`config.mk`:
```
export PLATFORM = sky130hd
export DESIGN_NAME = demux_1to3
export DESIGN_NICKNAME = d
export VERILOG_FILES = /design/src/rtl/demux_1to3.sv
export SDC_FILE = /design/constraint.sdc
export NUM_CORES = 1
export LEC_CHECK = 0
export ABC_CLOCK_PERIOD_IN_PS = 3300
export CORE_MARGIN = 5
export CORE_UTILIZATION = 45
export DETAILED_ROUTE_END_ITERATION = 8
export PLACE_DENSITY = 0.76
export REMOVE_ABC_BUFFERS = 1
export SLEW_MARGIN = 20
export SYNTH_ARGS = -nofsm -noshare
export SYNTH_HDL_FRONTEND = slang
export SYNTH_SLANG_ARGS = --single-unit
export TNS_END_PERCENT = 30
```
`constraint.sdc`:
```
create_clock -name clk_i -period 3.3 [get_ports clk_i]
set_input_delay 0.33 -clock clk_i [delete_from_list [all_inputs] [get_ports clk_i]]
set_output_delay 0.33 -clock clk_i [all_outputs]
set_load 0.005 [all_outputs]
```
`src/rtl/demux_1to3.sv`:
```
// Routes each input word to one of three skid-free output registers, one-cycle latency.
// ready is the "free" status of the port selected by select_i, so a stalled port only blocks words aimed at it.
module demux_1to3 #(
    parameter int size = 32
) (
    input  logic            clk_i,
    input  logic            rst_i,
    input  logic [size-1:0] data_i,
    input  logic [1:0]      select_i,
    input  logic            valid_i,
    output logic            ready_o,
    output logic [size-1:0] data0_o,
    output logic [size-1:0] data1_o,
    output logic [size-1:0] data2_o,
    output logic            valid0_o,
    output logic            valid1_o,
    output logic            valid2_o,
    input  logic            ready0_i,
    input  logic            ready1_i,
    input  logic            ready2_i,
    output logic [7:0]      count0_o,
    output logic [7:0]      count1_o,
    output logic [7:0]      count2_o
);

    logic [2:0] sel_oh;
    logic [2:0] out_vld;
    logic [2:0] out_rdy;
    logic [2:0] free;
    logic [2:0] load;
    logic [2:0] drain;

    // Codes 10 and 11 both map to port 2.
    assign sel_oh  = select_i[1] ? 3'b100 : (select_i[0] ? 3'b010 : 3'b001);
    assign out_rdy = {ready2_i, ready1_i, ready0_i};
    assign free    = ~out_vld | out_rdy;
    assign ready_o = |(free & sel_oh);
    assign load    = sel_oh & {3{valid_i & ready_o}};
    assign drain   = out_vld & out_rdy;

    for (genvar n = 0; n < 3; n++) begin : g_port
        logic [size-1:0] dat_q;
        logic            vld_q;
        logic [7:0]      cnt_q;

        always_ff @(posedge clk_i or negedge rst_i) begin
            if (!rst_i) begin
                dat_q <= '0;
                vld_q <= 1'b0;
                cnt_q <= 8'd0;
            end else begin
                // A load on the draining edge keeps valid high: one word per cycle.
                if (load[n]) begin
                    dat_q <= data_i;
                    vld_q <= 1'b1;
                end else if (drain[n]) begin
                    vld_q <= 1'b0;
                end
                if (drain[n] && cnt_q != 8'hFF) begin
                    cnt_q <= cnt_q + 8'd1;
                end
            end
        end
    end

    assign out_vld  = {g_port[2].vld_q, g_port[1].vld_q, g_port[0].vld_q};
    assign data0_o  = g_port[0].dat_q;
    assign data1_o  = g_port[1].dat_q;
    assign data2_o  = g_port[2].dat_q;
    assign valid0_o = g_port[0].vld_q;
    assign valid1_o = g_port[1].vld_q;
    assign valid2_o = g_port[2].vld_q;
    assign count0_o = g_port[0].cnt_q;
    assign count1_o = g_port[1].cnt_q;
    assign count2_o = g_port[2].cnt_q;

endmodule

```
Yosys cells after proc, flatten, opt, wreduce, memory -nomap -nowiden. Index checks and enable logic that the tools add are counted.

ROM bits: 0. Bits of input ports: 40. Bits in writable memories: 0. Logic and storage cells: 36. Memories: 0. Latch bits: 0. Flip-flop bits (word level): 123.

Muxes and demuxes: 8. Shifts and indexed selects: 0. Multipliers: 0. Add/subtract/negate cells: 3. Order comparisons: 0. Eq/ne operators: 3. Bitwise logic cells: 6. Reductions and logical operators: 7. Div/mod/pow operators: 0.

Operators with widths (number): adder 8 x 1 -> 8 bit (second input constant) (3); != test 8 bit (second input constant) (3); bitwise AND 3 bit (3); two-way mux 1 bit (6); nonzero test 2 bit (3); logical AND 1 bit (3); two-way mux 3 bit (1); inverter 3 bit (1); bitwise OR 3 bit (1); OR reduction 3 bit (1); two-way mux 2 bit (1); bitwise AND 1 bit (1).

Logic depth before layout (Yosys ltp).
Depth after elaboration: 7. Depth in mapped cells: 5. Depth with buffers taken out: 5.

Least setup slack after synthesis. OpenSTA, ideal clock, no wires.

Path type: reg-to-reg. From: reg g_port[1].cnt_q[0] (netlist: count1_o[0]). To: reg g_port[1].cnt_q[1] (netlist: count1_o[1]). Setup time: 0.125 ns. Path buffers: 0. Cell stages (with the launch flop): 6. Arrival: 1.399 ns. Slack: 1.776 ns. Cell sequence: dfrtp_1 > ha_1 > and4_1 > nand4_1 > nand2_1 > mux2_2.

Word-level cells in the longest chain between the ends: 2. Elaborated cells between the ends (all ways): 3. Classes of those cells: 1 x add/sub; 1 x eq/ne; 1 x reduce/logical.

Ends and longest elaborated chain: start: declaration (RTL line 44) `logic [7:0] cnt_q;`; start signal: assignment (RTL line 60) `cnt_q <= cnt_q + 8'd1;`; parallel branches: the longest is 2 deep, another holds adder 8 x 1 -> 8 bit.

Parallel ways; which one is timed is not known. A chain may end at the register's enable or synchronous reset.

Worst setup path in the final report.
From: in ready0_i. To: out ready_o.

Word-level cells in the longest chain between the ends: 3.

Ends and longest elaborated chain: start: declaration (RTL line 18) `input logic ready0_i,`; bitwise OR 3 bit (RTL line 36) `assign free = ~out_vld | out_rdy;`; bitwise AND 3 bit (RTL line 37) `assign ready_o = |(free & sel_oh);`; OR reduction 3 bit (RTL line 37); end: declaration (RTL line 11) `output logic ready_o,`.

Every way passes these cells.

==> results.sh <==
export IMPL_final_cell_mix="162 x clkdlybuf4s50_1, 123 x dfrtp_1, 60 x mux2_4"
export IMPL_cts_buffers=17
export IMPL_clk_pin_slew_worst_paths_ns=0.05
export IMPL_htree_levels=4
export IMPL_cts_path_max_buffers=2
export IMPL_track_usage_pct=18.6
export IMPL_worstSetupPathType="in -> out"
export IMPL_wl_per_cell_um=18.7
export IMPL_layout_commonest_cell="clkdlybuf4s50_1"
export IMPL_die_area_mm2=0.0138
export IMPL_pre_cts_slack_ns=0.998
export IMPL_ir_drop_uv=411
export IMPL_ys_ff_latch=123
export IMPL_pwr_share_seq_pct=40.2
export IMPL_antenna_found_initial=0
export IMPL_p_total_mw=5.25
export IMPL_p_sw_share_pct=25.1
export IMPL_syn_inst=326
export IMPL_drt_iter0_markers=215
export IMPL_hp_class="in -> async"
export IMPL_synth_area_mm2=0.00520
export IMPL_firstDrtPassIters=4
export IMPL_syn_to_final_growth_pct=44.0
export IMPL_yosysSeqAreaShare_pct=59.2
export IMPL_pwr_share_clk_pct=34.2
export IMPL_ys_types=30
export IMPL_p_per_area_mw_per_mm2=701
export IMPL_rsz0062_at_grt="false"
export IMPL_power_leakage_nw=3.27
export IMPL_post_route_util_pct=65.8
export IMPL_yosys_warnings=0
export IMPL_diodes=0
export IMPL_cts_root_buf="clkbuf_16"
export IMPL_die_width_um=117
export IMPL_post_cts_buffers=0
export IMPL_dieHeight_um=117
export IMPL_routed_wl_mm=12.3
export IMPL_end_kind="primary output"
export IMPL_grt_pass1_vias=3739
export IMPL_gp_congestion=0.783
export IMPL_fin_nets=545
export IMPL_critPathSlowestCell="clkdlybuf4s50_1"
export IMPL_fin_crit_ns=2.07
export IMPL_finalCritPeriodShare_pct=62.7
export IMPL_critPathMaxFanout=3
export IMPL_maxCapViolations=0
export IMPL_drive_above_1_share_pct=28.0
export IMPL_maxSlewViolCount=0
export IMPL_setup_viol=0
export IMPL_arrival_ns=1.74
export IMPL_path_cells="clkdlybuf4s50_1 > nand2b_1 > mux2i_1 > o21ai_0 > clkdlybuf4s50_1"
export IMPL_critPathRequiredTime_ns=2.97
export IMPL_cts_sinks=123
export IMPL_slew_headroom_pct=58.4
export IMPL_num_vias=3379
export IMPL_p_int_mw=3.93
export IMPL_clock_latency_ns=0.41
export IMPL_drc=0
export IMPL_rr_worst_depth=4
export IMPL_grt_max_degree=80
export IMPL_ant_nets=0
export IMPL_skew_ns=0.00440
export IMPL_hold_viol=0
export IMPL_fp_row_count=39
export IMPL_r2r_start="valid1_o"
export IMPL_syn_avg_cell_area_um2=15.9
export IMPL_grt_overflow=0
export IMPL_crit_top_cell="clkdlybuf4s50_1"
export IMPL_worst_pin_slew_ns=0.624
export IMPL_start_util_pct=45.7
export IMPL_final_area_mm2=0.00748
export IMPL_grt_pass1_wl_mm=20.3
export IMPL_fmax_mhz=483
export IMPL_cp_start_kind="input port"
export IMPL_critPathBufInv=2
export IMPL_fin_tns_setup_ns=0
export IMPL_io_buffers=163
export IMPL_dpl_hpwl_mm=8.24
export IMPL_net_switching_power_mw=1.32
export IMPL_combPwrFrac_pct=25.7
export IMPL_dpl_cell_area_mm2=0.00691
export IMPL_status="completed"
export IMPL_coreArea_mm2=0.0114
export IMPL_via_per_inst=5.14
export IMPL_r2r_end="data1_o[12]"
export IMPL_cp_top_family="buffers and inverters"
export IMPL_critPathMaxStageDelay_ns=0.52
export IMPL_r2r_slack_ns=1.51
export IMPL_cts_tree="built"
export IMPL_io_pins=164
export IMPL_setup_ws_ns=1.23
==> how the worst max path moves through the flow <==
stage                   from          end  slack, ns  cells past startpoint
finish              ready0_i      ready_o       1.23                      5
global route        ready0_i      ready_o       1.13                      5
CTS                 ready0_i      ready_o       1.21                      5
detailed placement   valid_i  data1_o[10]        1.0                      5
global placement     valid_i  data1_o[25]       1.05                      5
floorplan            valid_i  data1_o[30]       1.01                      3
==> per-stage QoR <==
step | instances | hold slack (ns)
final | 657 | 0.451
after global routing | 657 | 0.512
after CTS | 657 | 0.460
after detailed placement | 625 | 0.364
after global placement | 625 | 0.365
after floorplan | 315 | 0.0344
==> synth_stat cells <==
cell type / instances / area (um2)
nor2b_2: 1 / 8.76
ha_1: 3 / 37.5
nand3b_2: 1 / 11.3
dfrtp_1: 123 / 3080
mux2_4: 60 / 901
nor3_1: 2 / 10.0
nand2b_1: 5 / 31.3
a21oi_1: 4 / 20.0
buf_12: 6 / 120
mux2i_1: 2 / 20.0
and3_1: 2 / 12.5
and4_1: 4 / 35.0
nand3_1: 8 / 40.0
and2_1: 2 / 12.5
a41oi_1: 2 / 17.5
mux2_2: 44 / 495
o21a_1: 2 / 15.0
xnor2_1: 6 / 52.6
xor2_1: 4 / 35.0
buf_6: 2 / 22.5
nand4_1: 9 / 56.3
and3_2: 1 / 7.51
o21ai_0: 1 / 5.00
nor2_1: 5 / 18.8
buf_2: 3 / 15.0
nand2b_4: 1 / 13.8
a31oi_1: 3 / 18.8
nor2b_4: 1 / 13.8
nor4_1: 1 / 6.26
nand2_1: 18 / 67.6
==> what timing repair did <==
item,in CTS,in global routing
hold buffers,1,0
resized for setup,0,0
hold endpoints to repair,44,0
==> metal layers <==
| metal | track usage, % | vias to the layer above | wire (um) |
|---|---|---|---|
| met1 | 22.4 | 1720 | 5200 |
| met2 | 27.9 | 123 | 5610 |
| met5 | 0 | - | 0 |
| met3 | 9.66 | 18 | 1270 |
| met4 | 7.74 | 0 | 210 |
| li1 | - | 1518 | - |
==> area by class of cell <==
cell class | count | area, um2
Clock buffer | 22 | 474
Clock inverter | 9 | 95.1
Fill cell | 848 | 3880
Multi-Input combinational cell | 192 | 1960
Sequential cell | 123 | 3080
Tap cell | 143 | 179
Timing Repair Buffer | 168 | 1690
==> power by group through the flow <==
stage / combinational [mW] / sequential (mW) / clock, mW
after floorplan: 0.471 / 2.11 / 0
after global placement: 1.34 / 2.11 / 0
after detailed placement: 1.36 / 2.12 / 0
after CTS: 1.37 / 2.11 / 1.83
after global routing: 1.46 / 2.16 / 1.91
final: 1.35 / 2.11 / 1.79
==> logic make-up after synthesis <==
kind of cell / synth area share, %
DFF: 59.2
muxes: 27.2
and+or+nand+nor: 6.64
AOI/OAI and AO/OA: 1.47
buffers and inverters: 3.03
xor gates and xnor gates: 1.68
adders and majority gates: 0.722
==> registers in the layout, indices dropped and copies added (netlist names) <==
name and flops:
data1_o 32, valid2_o 1, valid1_o 1, count0_o 8, data2_o 32, count2_o 8
data0_o 32, valid0_o 1, count1_o 8
No activity file was read; power rests on OpenSTA's default activity.
